[src/rtl/lzss_dec_top_if.sv]
// Code-in / symbol-out handshake bundle for the LZSS decoder.
// master: code producer + symbol consumer; slave: the decoder.
interface lzss_dec_top_if #(
  parameter int pDataWidth = 8,
  parameter int pCodeWidth = 10
);
  logic                  i_valid;
  logic                  ow_ready;
  logic [pCodeWidth-1:0] i_code;
  logic                  i_last;
  logic                  o_valid;
  logic                  i_ready;
  logic [pDataWidth-1:0] o_data;
  logic                  o_last;

  modport master (
    output i_valid, i_code, i_last, i_ready,
    input  ow_ready, o_valid, o_data, o_last
  );

  modport slave (
    input  i_valid, i_code, i_last, i_ready,
    output ow_ready, o_valid, o_data, o_last
  );
endinterface

[src/rtl/lzss_dec_top.sv]
// LZSS decoder: literal / (offset,len) codes in, symbols out.
// Ports: clk, rst_x (async, active-high), bus (code in, data out).
module lzss_dec_top #(
  parameter int pDataWidth     = 8,
  parameter int pReferenceSize = 64,
  parameter int pCodingSize    = 5,
  parameter int pCodeWidth     = 1 + (
    (pDataWidth > $clog2(pReferenceSize) + $clog2(pCodingSize))
      ? pDataWidth
      : $clog2(pReferenceSize) + $clog2(pCodingSize))
) (
  input logic           clk,
  input logic           rst_x,
  lzss_dec_top_if.slave bus
);
  localparam int OW = $clog2(pReferenceSize);
  localparam int LW = $clog2(pCodingSize);

  typedef enum logic {IDLE, COPY} state_t;

  state_t                state, state_d;
  logic [pDataWidth-1:0] hist [pReferenceSize];
  logic [OW-1:0]         idx, idx_d;
  logic [LW-1:0]         rem, rem_d;
  logic                  pend, pend_d;
  logic                  free, ack, clear, accept;
  logic                  is_match, load, ld_last;
  logic [OW-1:0]         off, new_idx;
  logic [LW-1:0]         len_m1;
  logic [pDataWidth-1:0] sym;

  assign free     = ~bus.o_valid | bus.i_ready;
  assign ack      = bus.o_valid & bus.i_ready;
  // Ack of the final symbol wipes history for the next stream.
  assign clear    = ack & bus.o_last;
  assign bus.ow_ready = ~rst_x & (state == IDLE) & free;
  assign accept   = bus.i_valid & bus.ow_ready;
  assign is_match = bus.i_code[pCodeWidth-1];
  assign off      = bus.i_code[LW +: OW];
  assign len_m1   = bus.i_code[LW-1:0];
  // Distance D = R - offset, source slot D-1.
  assign new_idx  = OW'(pReferenceSize - 1) - off;

  always_ff @(posedge clk or posedge rst_x) begin
    if (rst_x) state <= IDLE;
    else       state <= state_d;
  end

  always_comb begin
    state_d = state;
    idx_d   = idx;
    rem_d   = rem;
    pend_d  = pend;
    load    = 1'b0;
    ld_last = 1'b0;
    sym     = '0;
    unique case (state)
      IDLE: begin
        if (accept) begin
          load = 1'b1;
          if (!is_match) begin
            sym     = bus.i_code[pDataWidth-1:0];
            ld_last = bus.i_last;
          end else begin
            // A code taken alongside the stream-end ack
            // sees the cleared history.
            sym = clear ? '0 : hist[new_idx];
            if (len_m1 == '0) begin
              ld_last = bus.i_last;
            end else begin
              idx_d   = new_idx;
              rem_d   = len_m1;
              pend_d  = bus.i_last;
              state_d = COPY;
            end
          end
        end
      end
      COPY: begin
        if (free) begin
          // Fixed index over a shifting history makes
          // overlapping copies replicate.
          load  = 1'b1;
          sym   = hist[idx];
          rem_d = rem - 1'b1;
          if (rem == LW'(1)) begin
            ld_last = pend;
            state_d = IDLE;
          end
        end
      end
      default: state_d = IDLE;
    endcase
  end

  always_ff @(posedge clk or posedge rst_x) begin
    if (rst_x) begin
      bus.o_valid <= 1'b0;
      bus.o_data  <= '0;
      bus.o_last  <= 1'b0;
      rem         <= '0;
      idx         <= '0;
      pend        <= 1'b0;
      for (int i = 0; i < pReferenceSize; i++) hist[i] <= '0;
    end else begin
      rem  <= rem_d;
      idx  <= idx_d;
      pend <= pend_d;
      if (load) begin
        bus.o_valid <= 1'b1;
        bus.o_data  <= sym;
        bus.o_last  <= ld_last;
      end else begin
        if (ack)   bus.o_valid <= 1'b0;
        if (clear) bus.o_last  <= 1'b0;
      end
      if (load) begin
        hist[0] <= sym;
        for (int i = 1; i < pReferenceSize; i++)
          hist[i] <= clear ? '0 : hist[i-1];
      end else if (clear) begin
        for (int i = 0; i < pReferenceSize; i++) hist[i] <= '0;
      end
    end
  end
endmodule

[src/flat_wrapper.sv]
// flat-port wrapper written by rule: the top's interface ports become plain ports
module lzss_dec_top_flat 
#(
  parameter int pDataWidth     = 8,
  parameter int pReferenceSize = 64,
  parameter int pCodingSize    = 5,
  parameter int pCodeWidth     = 1 + (
    (pDataWidth > $clog2(pReferenceSize) + $clog2(pCodingSize))
      ? pDataWidth
      : $clog2(pReferenceSize) + $clog2(pCodingSize))
)
  (clk, rst_x, bus_i_valid, bus_i_code, bus_i_last, bus_i_ready, bus_ow_ready, bus_o_valid, bus_o_data, bus_o_last);
  lzss_dec_top_if #(.pDataWidth(pDataWidth), .pCodeWidth(pCodeWidth)) bus_i ();
  input logic clk;
  input logic rst_x;
  input wire logic [$bits(bus_i.i_valid)-1:0] bus_i_valid;
  input wire logic [$bits(bus_i.i_code)-1:0] bus_i_code;
  input wire logic [$bits(bus_i.i_last)-1:0] bus_i_last;
  input wire logic [$bits(bus_i.i_ready)-1:0] bus_i_ready;
  output wire logic [$bits(bus_i.ow_ready)-1:0] bus_ow_ready;
  output wire logic [$bits(bus_i.o_valid)-1:0] bus_o_valid;
  output wire logic [$bits(bus_i.o_data)-1:0] bus_o_data;
  output wire logic [$bits(bus_i.o_last)-1:0] bus_o_last;
  assign bus_i.i_valid = bus_i_valid;
  assign bus_i.i_code = bus_i_code;
  assign bus_i.i_last = bus_i_last;
  assign bus_i.i_ready = bus_i_ready;
  assign bus_ow_ready = bus_i.ow_ready;
  assign bus_o_valid = bus_i.o_valid;
  assign bus_o_data = bus_i.o_data;
  assign bus_o_last = bus_i.o_last;
  lzss_dec_top #(.pDataWidth(pDataWidth), .pReferenceSize(pReferenceSize), .pCodingSize(pCodingSize), .pCodeWidth(pCodeWidth)) u_core (.clk(clk), .rst_x(rst_x), .bus(bus_i));
endmodule
[config.mk]
export PLATFORM = sky130hd
export DESIGN_NAME = lzss_dec_top_flat
export DESIGN_NICKNAME = d
export VERILOG_FILES = /design/src/rtl/lzss_dec_top_if.sv /design/src/rtl/lzss_dec_top.sv /design/src/flat_wrapper.sv
export SDC_FILE = /design/constraint.sdc
export NUM_CORES = 2
export LEC_CHECK = 0
export ABC_CLOCK_PERIOD_IN_PS = 52400
export CORE_MARGIN = 2
export CORE_UTILIZATION = 55
export CTS_CLUSTER_DIAMETER = 120
export CTS_CLUSTER_SIZE = 14
export DETAILED_ROUTE_END_ITERATION = 16
export PLACE_DENSITY = 0.71
export REMOVE_ABC_BUFFERS = 1
export SLEW_MARGIN = 10
export SYNTH_ARGS = -nofsm -noshare
export SYNTH_HDL_FRONTEND = slang
export SYNTH_SLANG_ARGS = --single-unit
[constraint.sdc]
create_clock -name clk -period 52.4 [get_ports clk]
set_input_delay 7.86 -clock clk [delete_from_list [all_inputs] [get_ports clk]]
set_output_delay 7.86 -clock clk [all_outputs]
set_load 0.03 [all_outputs]
* Word-level counts from Yosys, hierarchy flattened *
Cells that the tools add are included.

cells by class
  divide/modulo/power cells = 0
  equality and inequality tests = 5
  $mul = 0
  multiplexer cells = 100
  reduce and logical (&&, ||, !) cells = 5
  order comparisons = 2
  $add $sub $neg = 2
  shifts and indexed selects = 0
  bitwise operators = 12

operator list
  operator             number
  $mux 512             2
  $mux 8               71
  $bmux 8 s6           2
  $mux 1               16
  $pmux 8 s2           1
  $ge 7x7->1 const B   2
  $not 6->7            2
  $mux 3               4
  $reduce_and 4->1     2
  $ne 2x2->1 const B   3
  $pmux 1 s2           3
  $pmux 3 s2           1
  $sub 6x6->6 const A  1
  $and 1x1->1          5
  $not 1->1            4
  $reduce_bool 2->1    2
  $eq 3x1->1 const B   1
  $logic_not 3->1      1
  $sub 3x1->3 const B  1
  $ne 2x1->1 const B   1
  $or 1x1->1           1

storage, ports and cells
  memories kept = 0
  memory bits (read-only) = 0
  bits in registers = 533
  bits in writable memories = 0
  latch bits = 0
  word-level logic and storage cells = 197
  bits of input ports = 15
  output and inout bits = 11

* Longest topological paths before layout *
  depth in word-level cells = 10
  mapped depth = 10
  mapped depth without buffers = 6

* Worst setup path before layout *
No wires, ideal clock.

  path kind = input-to-output
  start point = in bus_i_ready
  end point = out bus_ow_ready
  setup slack = 35.952 ns
  stages = 2
  required time = 44.540 ns
  buffers on the path = 0
  data arrival time = 8.588 ns
  cells stage by stage = nor2b_1 nor3_1

on the way
  word-level cells in the longest chain between the ends = 2

ends and longest elaborated chain
  what             RTL line            RTL
  start, declared  flat_wrapper.sv:19  input wire logic [$bits(bus_i.i_ready)-1:0] bus_i_ready;
  $or 1x1->1       lzss_dec_top.sv:32  assign free = ~bus.o_valid | bus.i_ready;
  $and 1x1->1      lzss_dec_top.sv:36  assign bus.ow_ready = ~rst_x & (state == IDLE) & free;
  end, declared    flat_wrapper.sv:20  output wire logic [$bits(bus_i.ow_ready)-1:0] bus_ow_ready;

Every way passes these cells.

* Worst setup path after layout *
Ends and elaborated chain as after synthesis.

==> run_results.csv <==
group,metric,value,unit
outcome,status,"completed",
logic_synthesis,yosysWarnings,0,
final_layout,area_delta_synth_final,5.272,%
worst_setup_path,worstRegToRegCells,6,
cts,clkTransAtPathRegs,70,ps
final_layout,drive_gt1_share,5.958,%
global_routing,grt_usage,30.06,%
final_layout,num-fill-cells,4609,
placed_design,gp_congestion,0.8521,
min_path,hold_depth,1,
worst_setup_path,cp.depth,4,
floorplan,core,52870,um2
detailed_routing,drc_errors,0,
power_and_ir_drop,vdd_drop_max,0.08178,mV
worst_setup_path,crit_arrival,9460,ps
global_routing,grt_max_degree,231,
worst_setup_path,r2r_slack,48600,ps
logic_synthesis,netlist_area,29520,um2
min_path,hold_end,"u_core.pend",
power_and_ir_drop,leakage,13.14,nW
worst_setup_path,crit_fanout,6,
detailed_routing,drt-initial-drc-count,3155,
final_layout,n_antenna_cell,0,
min_path,min_path_type,"reg2reg",
sta,timing.final.crit_share,33.06,%
power_and_ir_drop,combPwrFrac,37.5,%
sta,clock_skew,25.94,ps
power_and_ir_drop,power_density,45.31,nW/um2
detailed_routing,vias,24867,
sta,relSlewSlack,11.14,%
cts,cts_buffers,44,
power_and_ir_drop,sw_frac_of_total,42.18,%
detailed_routing,postRouteAntennaNets,0,
cts,cts.sinks,533,
sta,period_minus_slack,17320,ps
final_layout,mostFrequentLayoutCells,"nand2_1 (1094), a21oi_1 (562), dfrtp_1 (530), mux2i_1 (385), a22oi_1 (146)",
cts,htreeDepth,2,
logic_synthesis,ys.flop_type,"dfrtp_1",
worst_setup_path,crit_buf_inv,2,
cts,cts_resized,0,
power_and_ir_drop,p_clk_share,21.6,%
detailed_routing,vias_per_cell,6.442,
power_and_ir_drop,pwr-share-seq,40.9,%
placed_design,dp_hpwl,47.59,mm
cts,post_cts_buffers,0,
sta,rsz0062_at_grt,"no",
logic_synthesis,postSynthCellCount,3341,
logic_synthesis,async_flop_share,100.0,%
logic_synthesis,yosysUniqueCellTypes,47,
floorplan,initial_core_util,55.85,%
logic_synthesis,yosysSeqAreaShare,45.18,%
sta,max_slew.worst_pin.slew,1323,ps
global_routing,grt_first_pass_wirelength,134.3,mm
detailed_routing,post_drt_wl_per_cell,21.87,um
cts,cts_tree,"done",
sta,slew_violations,0,
final_layout,fin_util,58.79,%
floorplan,top_level_ports,26,
worst_setup_path,cp_slowest_cell,"clkdlybuf4s50_1",
placed_design,io_buffers,25,
sta,fin_setup_tns,0,ps
min_path,worstHoldStart,"u_core.pend",
detailed_routing,wl,84.41,mm
global_routing,first_global_vias,23960,
worst_setup_path,path_class,"in2out",
final_layout,final_nets,3184,
run,max-cap-violations,0,
sta,finalHoldViolCount,0,
cts,postCtsHoldBufs,0,
cts,clock_path_buffers,3,
worst_setup_path,critPathRequiredTime,44540,ps
worst_setup_path,timing.rr.start,"u_core.idx[1]",
sta,fmax,57.72,MHz
logic_synthesis,syn_avg_cell_area,8.837,um2
cts,clk-insertion-delay-late,610,ps
floorplan,die_w,235.7,um
floorplan,die_area,55550,um2
worst_setup_path,path_common_cell,"clkdlybuf4s50_1",
worst_setup_path,path_cells,"clkdlybuf4s50_1 > nor2b_1 > nor3_1 > clkdlybuf4s50_1",
worst_setup_path,r2r_end,"u_core.hist[507]",
logic_synthesis,synth-edff-count,0,
floorplan,rows,84,
final_layout,final_common_cell,"nand2_1",
detailed_routing,drt-pass1-iter-count,8,
worst_setup_path,crit_path_start_kind,"input port",
worst_setup_path,end_kind,"primary output",
worst_setup_path,crit_family,"buffers and inverters",
global_routing,antenna_found_initial,0,
worst_setup_path,max_stage_delay,620,ps
sta,setup_viol,0,
power_and_ir_drop,p_int,0.8143,mW
power_and_ir_drop,switchingPower,0.5941,mW
logic_synthesis,ys_ff_latch,533,
cts,ctsRootBufferMaster,"clkbuf_16",
global_routing,grt-ovfl-total,0,
floorplan,die_h,235.7,um
[per-layer routing]
metal,vias up,share of wire [%],global-route usage (%)
met1,12336,41,40.76
met2,1097,46,46.83
met4,0,4.0,12.20
li1,11213,-,-
met5,-,0,0
met3,221,8.9,7.036
[logic make-up after synthesis]
group	count (synthesis)	share of synthesized area [%]
AOI/OAI and AO/OA	767	14.70
adders and majority gates	2	0.08475
buffers and inverters	296	4.128
DFF	533	45.18
muxes	460	18.58
and+or+nand+nor	1283	17.33
[power groups by stage]
stage | combinational (mW) | sequential [mW] | clock (mW)
2_1_floorplan | 0.374 | 0.585 | 0
6_report | 0.528 | 0.576 | 0.304
4_1_cts | 0.520 | 0.573 | 0.309
3_5_place_dp | 0.519 | 0.580 | 0
3_3_place_gp | 0.507 | 0.574 | 0
5_1_grt | 0.566 | 0.586 | 0.324
[final cells by class]
type | count | area (um2) | area share [%]
clock inverter | 3 | 33.78 | 0.1087
clock buffer | 48 | 1137 | 3.659
tap | 688 | 860.8 | 2.770
timing repair buffer | 70 | 618.1 | 1.989
sequential | 533 | 13350 | 42.94
inverter | 6 | 30.03 | 0.09662
multi-input combinational | 2512 | 15050 | 48.43
[Yosys cell counts (2+ instances only)]
library cell | n | area, um2
buf_4 | 4 | 30.03
nor2b_1 | 12 | 75.07
nand3_1 | 106 | 530.5
a22oi_1 | 146 | 1096
a211oi_1 | 7 | 52.55
clkbuf_1 | 201 | 754.5
nand2b_1 | 9 | 56.30
buf_1 | 24 | 90.09
nor2_1 | 16 | 60.06
o31ai_1 | 4 | 30.03
inv_1 | 6 | 22.52
a31oi_1 | 2 | 12.51
buf_2 | 59 | 295.3
mux2_2 | 5 | 56.30
a221oi_1 | 2 | 17.52
and2_1 | 3 | 18.77
and3_1 | 3 | 18.77
a21oi_1 | 562 | 2813
nor3b_1 | 2 | 15.01
o211ai_1 | 5 | 37.54
nor3_1 | 9 | 45.04
a2bb2oi_1 | 2 | 17.52
a2111o_1 | 2 | 22.52
a32oi_1 | 6 | 52.55
o21ai_0 | 16 | 80.08
ha_1 | 2 | 25.02
mux2i_1 | 385 | 3854
o22ai_1 | 2 | 12.51
dfrtp_1 | 533 | 13340
a22o_1 | 6 | 52.55
mux4_2 | 70 | 1577
nand4_1 | 22 | 137.6
nand2_1 | 1094 | 4106
[flip-flops by register name, indices dropped and copies added, names as in the netlist]
name / cells
u_core.idx: 6
u_core.state: 1
u_core.hist: 512
u_core.rem: 3
u_core.bus.o_valid: 1
u_core.pend: 1
u_core.bus.o_last: 1
u_core.bus.o_data: 8
[worst reg2reg max path, stage by stage (launching register included)]
cell and delay [ps]:
dfrtp_4 1090, buf_4 970, mux4_2 650, mux4_2 480
o22ai_1 140, a2bb2oi_1 230, nand3_1 100
[through the flow]
stage	worst slack, ps	area [um2]	instances	hold slack [ps]	total power [mW]
floorplan	15360	28330	3051	455.3	0.9594
global placement	35100	29910	3809	475.2	1.081
detailed placement	35100	29910	3809	495.0	1.099
CTS	35090	31080	3860	510.8	1.402
global route	34980	31080	3860	534.8	1.476
finish	35080	31080	3860	509.0	1.408
[how the worst max path moves through the flow]
stage	from	slack (ps)	end
3_3_place_gp	bus_i_ready	35100	bus_ow_ready
4_1_cts	bus_i_ready	35090	bus_ow_ready
2_1_floorplan	bus_i_valid	15360	u_core.rem[1]
5_1_grt	bus_i_ready	34980	bus_ow_ready
3_5_place_dp	bus_i_ready	35100	bus_ow_ready
6_report	bus_i_ready	35080	bus_ow_ready
Note: power is estimated with default switching activity, not from simulation.
